File: config.mk
export PLATFORM = sky130hd
export DESIGN_NAME = lut4_cfg_loader
export DESIGN_NICKNAME = d
export VERILOG_FILES = /design/src/rtl/lut4_cfg_loader.sv
export SDC_FILE = /design/constraint.sdc
export NUM_CORES = 1
export LEC_CHECK = 0
export ABC_AREA = 1
export CAP_MARGIN = 30
export CORE_ASPECT_RATIO = 1.4
export CORE_MARGIN = 2
export CORE_UTILIZATION = 45
export CTS_CLUSTER_DIAMETER = 80
export DETAILED_ROUTE_END_ITERATION = 7
export GPL_TIMING_DRIVEN = 1
export PLACE_DENSITY = 0.67
export SLEW_MARGIN = 10
export SYNTH_ARGS = -nofsm -noshare
export SYNTH_HDL_FRONTEND = slang
export SYNTH_SLANG_ARGS = --single-unit
File: constraint.sdc
create_clock -name i_clk -period 3.2 [get_ports i_clk]
set_input_delay 0.96 -clock i_clk [delete_from_list [all_inputs] [get_ports i_clk]]
set_output_delay 0.96 -clock i_clk [all_outputs]
set_load 0.01 [all_outputs]
File: src/rtl/lut4_cfg_loader.sv
// Configuration sequencer for a 4-input LUT: collects a 16-bit truth table serially,
// writes it bit by bit through the level-sensitive config port, then optionally reads it back.
module lut4_cfg_loader #(
  parameter int HOLD_CYCLES = 2,
  parameter bit VERIFY_EN   = 1'b1
) (
  input  logic       i_clk,
  input  logic       i_rst,
  input  logic       i_start,
  input  logic       i_bit,
  input  logic       i_bit_valid,
  output logic       o_bit_ready,
  output logic [3:0] o_cfg_addr,
  output logic       o_cfg_data,
  output logic       o_cfg_enable,
  output logic [3:0] o_lut_sel,
  input  logic       i_lut_data,
  output logic       o_busy,
  output logic       o_done,
  output logic       o_error
);

  localparam int HW = (HOLD_CYCLES > 1) ? $clog2(HOLD_CYCLES) : 1;

  typedef enum logic [2:0] {
    S_IDLE, S_COLLECT, S_SETUP, S_PULSE, S_RELEASE, S_VDRIVE, S_VCMP, S_DONE
  } state_e;

  state_e        state_q, state_d;
  logic [15:0]   shadow_q, shadow_d;
  logic [3:0]    bit_cnt_q, bit_cnt_d;
  logic [3:0]    addr_q, addr_d;
  logic [HW-1:0] hold_q, hold_d;
  logic          bit_ready_q, bit_ready_d;
  logic [3:0]    cfg_addr_q, cfg_addr_d;
  logic          cfg_data_q, cfg_data_d;
  logic          cfg_en_q, cfg_en_d;
  logic [3:0]    lut_sel_q, lut_sel_d;
  logic          busy_q, busy_d;
  logic          done_q, done_d;
  logic          error_q, error_d;

  always_comb begin
    state_d    = state_q;
    shadow_d   = shadow_q;
    bit_cnt_d  = bit_cnt_q;
    addr_d     = addr_q;
    hold_d     = hold_q;
    cfg_addr_d = cfg_addr_q;
    cfg_data_d = cfg_data_q;
    lut_sel_d  = lut_sel_q;
    error_d    = error_q;

    case (state_q)
      S_IDLE: begin
        if (i_start) begin
          state_d   = S_COLLECT;
          bit_cnt_d = 4'd0;
          error_d   = 1'b0;
        end
      end
      S_COLLECT: begin
        // MSB-first: shifting left leaves the first accepted bit in shadow[15]
        if (i_bit_valid && bit_ready_q) begin
          shadow_d  = {shadow_q[14:0], i_bit};
          bit_cnt_d = bit_cnt_q + 4'd1;
          if (bit_cnt_q == 4'd15) begin
            state_d = S_SETUP;
            addr_d  = 4'd0;
          end
        end
      end
      S_SETUP: begin
        state_d = S_PULSE;
        hold_d  = '0;
      end
      S_PULSE: begin
        if (hold_q == HW'(HOLD_CYCLES - 1)) state_d = S_RELEASE;
        else                                hold_d  = hold_q + 1'b1;
      end
      S_RELEASE: begin
        if (addr_q == 4'd15) begin
          addr_d  = 4'd0;
          state_d = VERIFY_EN ? S_VDRIVE : S_DONE;
        end else begin
          addr_d  = addr_q + 4'd1;
          state_d = S_SETUP;
        end
      end
      S_VDRIVE: state_d = S_VCMP;
      S_VCMP: begin
        if (i_lut_data != shadow_q[addr_q]) error_d = 1'b1;
        if (addr_q == 4'd15) begin
          state_d = S_DONE;
        end else begin
          addr_d  = addr_q + 4'd1;
          state_d = S_VDRIVE;
        end
      end
      S_DONE:  state_d = S_IDLE;
      default: state_d = S_IDLE;
    endcase

    // Outputs are decoded from the next state so they line up with the state once registered
    bit_ready_d = (state_d == S_COLLECT);
    cfg_en_d    = (state_d == S_PULSE);
    busy_d      = (state_d != S_IDLE);
    done_d      = (state_d == S_DONE);
    if (state_d == S_SETUP) begin
      cfg_addr_d = addr_d;
      cfg_data_d = shadow_d[addr_d];
    end
    if (state_d == S_VDRIVE) lut_sel_d = addr_d;
  end

  always_ff @(posedge i_clk) begin
    if (i_rst) begin
      state_q     <= S_IDLE;
      shadow_q    <= '0;
      bit_cnt_q   <= '0;
      addr_q      <= '0;
      hold_q      <= '0;
      bit_ready_q <= 1'b0;
      cfg_addr_q  <= '0;
      cfg_data_q  <= 1'b0;
      cfg_en_q    <= 1'b0;
      lut_sel_q   <= '0;
      busy_q      <= 1'b0;
      done_q      <= 1'b0;
      error_q     <= 1'b0;
    end else begin
      state_q     <= state_d;
      shadow_q    <= shadow_d;
      bit_cnt_q   <= bit_cnt_d;
      addr_q      <= addr_d;
      hold_q      <= hold_d;
      bit_ready_q <= bit_ready_d;
      cfg_addr_q  <= cfg_addr_d;
      cfg_data_q  <= cfg_data_d;
      cfg_en_q    <= cfg_en_d;
      lut_sel_q   <= lut_sel_d;
      busy_q      <= busy_d;
      done_q      <= done_d;
      error_q     <= error_d;
    end
  end

  assign o_bit_ready  = bit_ready_q;
  assign o_cfg_addr   = cfg_addr_q;
  assign o_cfg_data   = cfg_data_q;
  assign o_cfg_enable = cfg_en_q;
  assign o_lut_sel    = lut_sel_q;
  assign o_busy       = busy_q;
  assign o_done       = done_q;
  assign o_error      = error_q;

endmodule

After elaboration in Yosys (flattened, before gate mapping) --
Cells that the tools add are included.
Storage, ports and cells: register bits after elaboration 42, output and inout bits 14, logic and storage cells 70
Cells by class: add/sub/neg operators 3, magnitude comparators 2, equality and inequality tests 18, muxes and demuxes 26, reduce and logical (&&, ||, !) cells 8
Operators by type and width (number):
- two-way mux 16 bit | 2
- two-way mux 4 bit | 6
- one-hot mux 3 bit (8 select lines) | 1
- == test 3 bit (second input constant) | 6
- two-way mux 3 bit | 5
- == test 3 x 2 -> 1 bit (second input constant) | 4
- one-hot mux 4 bit (3 select lines) | 1
- less-than comparator 4 x 5 -> 1 bit (second input constant) | 2
- adder 4 x 1 -> 4 bit (second input constant) | 2
- binary-select mux 1 bit (select 4 bit) | 2
- == test 4 bit (second input constant) | 2
- one-hot mux 4 bit (2 select lines) | 1
- == test 3 x 1 -> 1 bit (second input constant) | 2
- != test 2 bit (second input constant) | 3
- AND reduction 3 bit | 2
- nonzero test 2 bit | 3
- two-way mux 1 bit | 5
- one-hot mux 1 bit (2 select lines) | 2
- zero test 3 bit | 1
- nonzero test 3 bit | 1
- two-way mux 2 bit | 1
- adder 1 bit (second input constant) | 1
- logical AND 1 bit | 1
- != test 1 bit | 1

Depth between registers and ports, before layout --
depth after elaboration 6, depth in mapped cells 15, mapped depth without buffers 15

Least setup slack after synthesis --
No wires, ideal clock.
kind input -> register, start point input port i_bit_valid, end point register cfg_data_q (netlist: o_cfg_data), setup time 0.115 ns, arrival time 1.964 ns, required time 3.085 ns, path slack 1.121 ns, stages 11, buffers on the path 0, cell sequence nand2_1 inv_1 nand2_1 nand2_1 nand3_1 a21oi_4 nand3_2 inv_2 nand2_1 a21oi_1 nor2_1
On the way: cells in the longest elaborated chain, start to end 5, elaborated cells on any way between the ends 10, those cells by class eq/ne (1); mux (8); reduce/logical (1)
RTL lines:
- start, declared | line 11 | input logic i_bit_valid,
- logical AND 1 bit (*) | line 64 | if (i_bit_valid && bit_ready_q) begin
- two-way mux 4 bit or two-way mux 16 bit (tied branches) | line 64
- one-hot mux 4 bit (3 select lines) or two-way mux 16 bit (tied branches) | line 54 | case (state_q)
- binary-select mux 1 bit (select 4 bit) | line 111 | cfg_data_d = shadow_d[addr_d];
- two-way mux 1 bit (not written as such) | line 111
- end signal, assigned | line 139 | cfg_data_q <= cfg_data_d;
- end, declared | line 36 | logic cfg_data_q, cfg_data_d;
Mark *: on every way between the ends. The rest lies on a longest branch, timed or not. The select of a mux whose other input is x is not followed. A chain may end at the register's enable or synchronous reset.

Final worst setup path --
Same ends and word-level chain as after synthesis.

==> results.py <==
metrics = {
    "power": {
        "ir_worst_vdd_mv": 0.2469,
        "power.density_nw_per_um2": 450.4,
        "p_leak_nw": 1.085,
    },
    "floorplanning": {
        "start_util_pct": 46.96,
        "num_io_pins": 20,
        "rows": 29,
        "fp.dieW_um": 62.38,
        "die_h_um": 85.73,
        "die_area_um2": 5348,
        "core-area_um2": 4572,
    },
    "timing": {
        "setup_viol": 0,
        "slew_viol_final": 0,
        "post-route-min-period_ps": 2531,
        "finalCritPeriodShare_pct": 79.09,
        "fmax_mhz": 395.1,
        "fin_skew_ps": 7.057,
        "rsz0062_at_grt": "no",
        "tns_ps": 0,
        "worst_pin_slew_ps": 538.6,
        "slew_headroom_pct": 64.09,
        "hold_viol": 0,
    },
    "routing": {
        "postRouteAntennaNets": 0,
        "wl_per_cell_um": 12.42,
        "vias": 2018,
        "drt_iter0_drc": 68,
        "drt_first_pass_iters": 5,
        "drc_errors": 0,
        "routed_via_density": 5.096,
        "routed_wl_um": 4920,
    },
    "logic_synthesis": {
        "yosysUniqueCellTypes": 30,
        "syn_nets": 320,
        "yosysWarningCount": 0,
        "avgSynthCellArea_um2": 6.904,
        "synth_seq_cells": 42,
        "netlist_instances": 311,
        "syn_area_um2": 2147,
        "yosysSeqAreaShare_pct": 39.16,
    },
    "clock_tree": {
        "hold_buffers": 0,
        "clock-sinks": 42,
        "cts_resized": 0,
        "cts_max_level": 2,
        "clk_latency_ps": 290,
        "cts_tree": "done",
        "root_buffer": "clkbuf_8",
        "clkSlewWorstSetupHoldPaths_ps": 80,
        "clock_tree.buffer_depth": 2,
        "cts_setup_buffers": 0,
        "cts_buffers": 5,
    },
    "min_path": {
        "hp-start": "o_error$_SDFFE_PP0P_",
        "hold_path.class": "reg -> reg",
    },
    "layout": {
        "final_cell_mix": "nand2_1, dfxtp_1, nand3_1, nor2_1, inv_1",
        "mostFrequentLayoutCell": "nand2_1",
        "drive_above_1_share_pct": 11.98,
        "n_antenna_cell": 0,
        "final_nets": 342,
        "fin_area_um2": 2522,
        "area_growth_pct": 17.48,
    },
    "setup_path": {
        "critical_path.max_fanout": 6,
        "cp.required_ps": 3440,
        "endpoint_kind": "register",
        "arrival_ps": 2770,
        "cp-startpoint": "i_bit_valid",
        "worstReg2RegStart": "addr_q[1]$_SDFF_PP0_",
        "worst-r2r-setup-slack_ps": 1000,
        "critPathLaunchType": "input pin",
        "critPathKind": "in -> reg",
    },
    "grt": {
        "grt_pass1_vias": 1859,
        "grt_usage_pct": 19.94,
        "grt_max_degree": 30,
        "antenna_found_initial": 0,
        "grt_overflow_total": 0,
        "grt_pass1_wl_um": 8452,
    },
    "place": {
        "io_buffers": 19,
        "place_area_um2": 2412,
        "hpwl_um": 3694,
        "place_congestion": 0.8902,
    },
    "job": {
        "drv_cap": 0,
    },
    "status": {
        "status": "complete, no violations",
    },
}
## worst paths after layout
path,to,cells after the start
max reg2reg,o_cfg_data$_SDFFE_PP0N_,14
min reg2reg,o_error$_SDFFE_PP0P_,2
max,o_cfg_data$_SDFFE_PP0N_,13
min,o_error$_SDFFE_PP0P_,2
## report_power, final
| part | switching (mW) | internal [mW] | leakage [nW] |
|---|---|---|---|
| Sequential | 0.0150 | 0.546 | 0.340 |
| Combinational | 0.0975 | 0.0621 | 0.693 |
| Clock | 0.183 | 0.233 | 0.0514 |
## per-layer routing
layer	GRT usage [%]	share of wire (%)
met3	3.412	3.8
met4	9.899	1.8
met1	23.91	43
met5	0	0
met2	34.58	52
## area by class of cell
class | instances | area (um^2)
fillers | 458 | 2049
inverters | 43 | 161.4
flip-flops and latches | 42 | 840.8
well taps | 62 | 77.57
multi-input cells | 217 | 1105
clock inverters | 2 | 37.54
repair buffers | 24 | 227.7
clock buffers | 6 | 72.57
## synth_stat cells (all sizes together)
cell type / count / area [um^2]
nand2: 66 / 257.7
inv: 43 / 161.4
xnor2: 1 / 8.760
nand3: 39 / 215.2
a21boi: 1 / 7.510
nor2: 36 / 140.1
o21ai: 35 / 178.9
xor2: 2 / 17.52
o211ai: 1 / 7.510
buf: 6 / 28.77
a21oi: 24 / 153.9
clkbuf: 3 / 11.26
ha: 3 / 37.54
o21a: 1 / 7.510
nor3: 4 / 47.54
or2: 1 / 6.260
dfxtp: 42 / 840.8
nor4: 1 / 6.260
a31oi: 1 / 6.260
nand4: 1 / 6.260
## sequential cells by signal (all words and copies together), names as in the netlist, 3 cells and up
register    count
shadow_q       16
addr_q          4
bit_cnt_q       4
o_cfg_addr      4
o_lut_sel       4
state_q         3
## through the flow
step,utilization (%),hold WS [ps],power [mW],setup WS [ps],instances
floorplan,-,465.0,0.6865,1121,311
global placement,52.76,442.9,0.7311,374.7,388
detailed placement,52.76,438.9,0.7340,389.7,388
CTS,55.17,450.8,1.150,679.6,396
global route,55.17,498.0,1.197,529.3,396
finish,55.17,448.2,1.136,669.0,396
## worst max-delay path, cell delays in order
cell	delay (ps)
clkdlybuf4s50_1	460
nand2_1	80
inv_1	70
nand2_1	70
nand2_1	100
nand2_2	100
a21oi_1	470
inv_1	130
nand3_1	110
nand2_1	60
nand2_1	50
nand2_1	40
nor2_1	70
## cell families (layout without fill, tap and decap cells)
kind of cell	Yosys count	after routing	synth area share [%]
xor gates and xnor gates	3	3	1.224
adders and majority gates	3	3	1.748
and+or+nand+nor	148	148	31.64
DFF	42	42	39.16
buffers and inverters	52	75	9.382
AOI/OAI and AO/OA	63	63	16.84
No activity file was read; power rests on OpenSTA's default activity.
